File: src/rtl/btree_prio_select.sv
// Pipelined binary-tree priority selector.
// Reduces a hit-flag vector to an any-hit flag plus the winning index. Winner polarity
// (highest or lowest set index) is chosen per vector and travels with it. A register
// stage is inserted every LEVELS_PER_STAGE tree levels, and always after the last level.
module btree_prio_select #(
  parameter int unsigned INPUT_COUNT      = 64,
  parameter int unsigned INDEX_WIDTH      = 6,
  parameter int unsigned LEVELS_PER_STAGE = 2
) (
  input  logic                   clk,
  input  logic                   reset,
  input  logic                   ce,
  input  logic                   in_valid,
  input  logic [INPUT_COUNT-1:0] flags_in,
  input  logic                   lowest_first,
  output logic                   out_valid,
  output logic                   flag_out,
  output logic [INDEX_WIDTH-1:0] data_out
);

  localparam int unsigned Levels = $clog2(INPUT_COUNT);
  localparam int unsigned Padded = 1 << Levels;

  // Level l carries the results of l tree levels: Padded >> l nodes, each with a flag and
  // an index whose low l bits are meaningful. A node's index is zero whenever its flag is.
  for (genvar l = 0; l <= Levels; l++) begin : g_lvl
    localparam int unsigned Nodes = Padded >> l;
    localparam bit IsReg = (l > 0) && (((l % LEVELS_PER_STAGE) == 0) || (l == Levels));

    logic [Nodes-1:0]       f_s;
    logic [INDEX_WIDTH-1:0] i_s [Nodes];
    logic                   v_s;

    // Mode is only consumed by the next level, so the final level has none.
    if (l < Levels) begin : g_m
      logic m_s;
      if (l == 0) begin : g_src
        assign m_s = lowest_first;
      end else if (IsReg) begin : g_reg
        logic m_q;
        // Mode register advances with the stage data.
        always_ff @(posedge clk or posedge reset) begin
          if (reset) begin
            m_q <= 1'b0;
          end else if (ce) begin
            m_q <= g_lvl[l-1].g_m.m_s;
          end
        end
        assign m_s = m_q;
      end else begin : g_pass
        assign m_s = g_lvl[l-1].g_m.m_s;
      end
    end

    if (l == 0) begin : g_leaf
      // Padding leaves above INPUT_COUNT-1 are tied to zero so they can never win.
      for (genvar n = 0; n < Padded; n++) begin : g_pad
        if (n < INPUT_COUNT) begin : g_real
          assign f_s[n] = flags_in[n];
        end else begin : g_zero
          assign f_s[n] = 1'b0;
        end
        assign i_s[n] = '0;
      end
      assign v_s = in_valid;
    end else begin : g_tree
      logic [Nodes-1:0]       f_c;
      logic [INDEX_WIDTH-1:0] i_c [Nodes];

      for (genvar n = 0; n < Nodes; n++) begin : g_node
        logic f_hi;
        logic f_lo;
        logic sel;
        assign f_hi   = g_lvl[l-1].f_s[2*n+1];
        assign f_lo   = g_lvl[l-1].f_s[2*n];
        assign f_c[n] = f_hi | f_lo;
        // sel stays 0 when neither child hits, keeping the empty-node index at zero.
        assign sel    = g_lvl[l-1].g_m.m_s ? (f_hi & ~f_lo) : f_hi;
        assign i_c[n] = sel ? (g_lvl[l-1].i_s[2*n+1] | (INDEX_WIDTH'(1) << (l-1)))
                            : g_lvl[l-1].i_s[2*n];
      end

      if (IsReg) begin : g_reg
        logic [Nodes-1:0]       f_q;
        logic [INDEX_WIDTH-1:0] i_q [Nodes];
        logic                   v_q;
        // Stage register: holds on ce=0, cleared asynchronously on reset.
        always_ff @(posedge clk or posedge reset) begin
          if (reset) begin
            v_q <= 1'b0;
            f_q <= '0;
            for (int unsigned n = 0; n < Nodes; n++) begin
              i_q[n] <= '0;
            end
          end else if (ce) begin
            v_q <= g_lvl[l-1].v_s;
            f_q <= f_c;
            for (int unsigned n = 0; n < Nodes; n++) begin
              i_q[n] <= i_c[n];
            end
          end
        end
        assign f_s = f_q;
        assign v_s = v_q;
        for (genvar n = 0; n < Nodes; n++) begin : g_out
          assign i_s[n] = i_q[n];
        end
      end else begin : g_comb
        assign f_s = f_c;
        assign v_s = g_lvl[l-1].v_s;
        for (genvar n = 0; n < Nodes; n++) begin : g_out
          assign i_s[n] = i_c[n];
        end
      end
    end
  end

  // Bubbles may leave stale data in the last stage, so outputs are gated by valid.
  assign out_valid = g_lvl[Levels].v_s;
  assign flag_out  = out_valid & g_lvl[Levels].f_s[0];
  assign data_out  = out_valid ? g_lvl[Levels].i_s[0] : '0;

endmodule

File: config.mk
export PLATFORM = sky130hd
export DESIGN_NAME = btree_prio_select
export DESIGN_NICKNAME = d
export VERILOG_FILES = /design/src/rtl/btree_prio_select.sv
export SDC_FILE = /design/constraint.sdc
export NUM_CORES = 1
export LEC_CHECK = 0
export ABC_AREA = 1
export ABC_CLOCK_PERIOD_IN_PS = 3150
export CORE_ASPECT_RATIO = 0.6
export CORE_MARGIN = 1
export CORE_UTILIZATION = 55
export CTS_BUF_LIST = sky130_fd_sc_hd__clkbuf_8
export DETAILED_ROUTE_END_ITERATION = 16
export GPL_TIMING_DRIVEN = 0
export PLACE_DENSITY = 0.81
export SKIP_LAST_GASP = 1
export SYNTH_ARGS = -nofsm -noshare
export SYNTH_HDL_FRONTEND = slang
export SYNTH_SLANG_ARGS = --single-unit
File: constraint.sdc
create_clock -name clk -period 3.15 [get_ports clk]
set_input_delay 0.315 -clock clk [delete_from_list [all_inputs] [get_ports clk]]
set_output_delay 0.315 -clock clk [all_outputs]
set_load 0.02 [all_outputs]
==> impl_metrics.ini <==
[outcome]
outcome = finished clean

[clock_network]
ctsResizeCount = 0
clock_path_buffers = 2
root_buffer = clkbuf_8
postCtsSetupBuffers = 0
cts_buffers = 9
cts_hold_buf = 0
cts.sink_count = 80
cts_tree = built
path_clk_slew_ns = 0.08
h-tree-depth = 3
clk_latency_ns = 0.36

[global_routing]
grt_pass1_vias = 4235
antenna_found_initial = 0
grt_pass1_wl_um = 20400
grt.overflow.total = 0
grt_max_degree = 55
track_usage_pct = 31.8

[floorplan]
die_y_um = 71.4
io_pins = 77
rows = 24
die_x_um = 118
die_area_um2 = 8400
core-area_um2 = 7510
start_util_pct = 58.8

[sta]
setup_viol = 0
period_needed_ns = 2.08
fin_skew_ns = 0.00488
final_hold_viol_count = 0
rsz0062_at_grt = no
clock.fmax_mhz = 481
slew-limit-headroom_pct = 61.6
period_share_pct = 66.0
slew_violations = 0
worst_pin_slew_ns = 0.576

[setup_path]
cpMaxStageDelayCell = clkdlybuf4s50_1
cp-start-kind = register
critPathRequiredTime_ns = 2.83
cp_max_fo = 8
cp_num_buf_inv = 3
cp_top_family = buffers and inverters
critPathKind = register to primary output
worst_setup_path_end_kind = primary output
cp_cell_sequence = clkbuf_1, nand2_1, inv_1, clkdlybuf4s50_1
crit_arrival_ns = 1.76
max_stage_delay_ns = 0.60

[yosys]
ys_seq_area_share_pct = 45.3
yosysWarnings = 0
async_flop_share_pct = 100
synthCells = 616
synth_cell_types = 26
ys_ff_latch = 80
ys.flop_type = dfrtp_1
avgSynthCellArea_um2 = 7.17
mappedNetlistArea_um2 = 4420
synth_edf_count = 0
synthesis.nets = 685

[pwr]
clockPowerShare_pct = 26.3
switchingPower_uw = 778
ir_worst_vdd_uv = 286
intPower_mw = 1.72
p_leak_nw = 2.70
power_density_nw_per_um2 = 456
p_total_mw = 2.50
seq_power_share_pct = 49.7
p_sw_share_pct = 31.2
combPwrFrac_pct = 24.0

[finish]
layout_commonest_cell = nand2_1
fin_util_pct = 73.0
area_delta_synth_final_pct = 24.0
antennaDiodeCount = 0
mostFrequentLayoutCells = nand2_1 (269), dfrtp_1 (80), clkdlybuf4s50_1 (74)
nets = 771
fill_cells = 610
drive_gt1_share_pct = 9.23

[run]
maxCapViolations = 0

[routing]
drcViolationCount = 0
dr.first_iter.drc_count = 353
dr.pass1.iters = 7
vias = 4483
routedWlPerCell_um = 15.3
final_antenna_net_count = 0
wl_um = 12300
route.detailed.vias_per_inst = 5.55

[min_path]
hold_path_class = input port to asynchronous set/reset pin

[placement]
io_buffers = 74
place_hpwl_um = 9250
place.gp.congestion = 0.902
[area by class of cell]
class / count / area (um2) / share of cell area (%)
Multi-Input combinational cell: 489 / 2180 / 39.8
Sequential cell: 80 / 2000 / 36.6
Timing Repair Buffer: 75 / 768 / 14.0
Clock buffer: 11 / 151 / 2.76
Buffer: 25 / 150 / 2.74
Tap cell: 104 / 130 / 2.38
Inverter: 22 / 87.6 / 1.60
Clock inverter: 2 / 8.76 / 0.160
[logic make-up (layout without fill, tap and decap cells)]
family          count (synthesis)  after routing  share of synthesized area (%)
simple gates                  397            397                           37.4
compound gates                 92             92                           12.0
flops                          80             80                           45.3
buf+inv                        47            135                           5.33
[cell usage after synthesis (3+ instances only)]
| library cell | n | area (um2) |
|---|---|---|
| a21boi_0 | 16 | 120 |
| a21oi_1 | 7 | 35.0 |
| a31oi_1 | 4 | 25.0 |
| buf_2 | 12 | 60.1 |
| buf_4 | 6 | 45.0 |
| clkbuf_2 | 3 | 15.0 |
| dfrtp_1 | 80 | 2000 |
| inv_1 | 20 | 75.1 |
| nand2_1 | 269 | 1010 |
| nand3_1 | 57 | 285 |
| nor2_1 | 31 | 116 |
| nor3_1 | 17 | 85.1 |
| o21ai_0 | 56 | 280 |
| o21ai_1 | 5 | 25.0 |
| o21ai_2 | 3 | 26.3 |
| or2_2 | 16 | 100 |
[flip-flops by register name (all words and copies together) (netlist names)]
signal and cells:
g_lvl.f_s 21, g_lvl.g_m.g_reg.m_q 2, g_lvl.g_tree.g_reg.i_q 54, g_lvl.g_tree.g_reg.v_q 2
out_valid 1
[metal layers]
metal | vias up | GRT usage (%) | share of wire, %
li1 | 2175 | - | -
met1 | 2086 | 44.1 | 46
met2 | 207 | 49.8 | 44
met3 | 15 | 7.80 | 9.0
met4 | 0 | 9.97 | 1.2
met5 | - | 0 | 0
[through the flow]
| stage | hold WS (ns) | setup WS (ns) | instances | cell area [um2] | TNS, ns |
|---|---|---|---|---|---|
| 3_5_place_dp | 0.459 | 1.45 | 795 | 5320 | 0 |
| 6_report | 0.277 | 1.07 | 808 | 5480 | 0 |
| 5_1_grt | 0.327 | 0.941 | 808 | 5480 | 0 |
| 3_3_place_gp | 0.454 | -0.404 | 794 | 5290 | -31.97 |
| 4_1_cts | 0.289 | 1.04 | 808 | 5480 | 0 |
| 2_1_floorplan | 0.432 | 0.783 | 616 | 4420 | 0 |
[power by group through the flow]
stage	Clock, mW	Combinational, mW	Sequential [mW]
2_1_floorplan	0	0.366	1.23
3_3_place_gp	0	0.568	1.25
3_5_place_dp	0	0.593	1.26
4_1_cts	0.663	0.595	1.24
5_1_grt	0.704	0.674	1.26
6_report	0.656	0.598	1.24
[path summary, 6_finish.rpt]
| path | startpoint | to | slack [ns] | depth (start not counted) |
|---|---|---|---|---|
| max | out_valid | flag_out | 1.07 | 4 |
| min in group clk | ce | g_lvl[4].g_tree.g_reg.i_q[20] | 0.33 | 3 |
| max in group asynchronous | reset | g_lvl[2].f_s[11] | 2.29 | 3 |
| min reg2reg | g_lvl[2].g_tree.g_reg.v_q | g_lvl[2].g_tree.g_reg.v_q | 0.48 | 2 |
| max reg2reg | g_lvl[2].g_m.g_reg.m_q | g_lvl[4].g_tree.g_reg.i_q[12] | 1.90 | 8 |
| min | reset | g_lvl[2].f_s[7] | 0.28 | 2 |
Note: power is estimated with default switching activity, not from simulation.
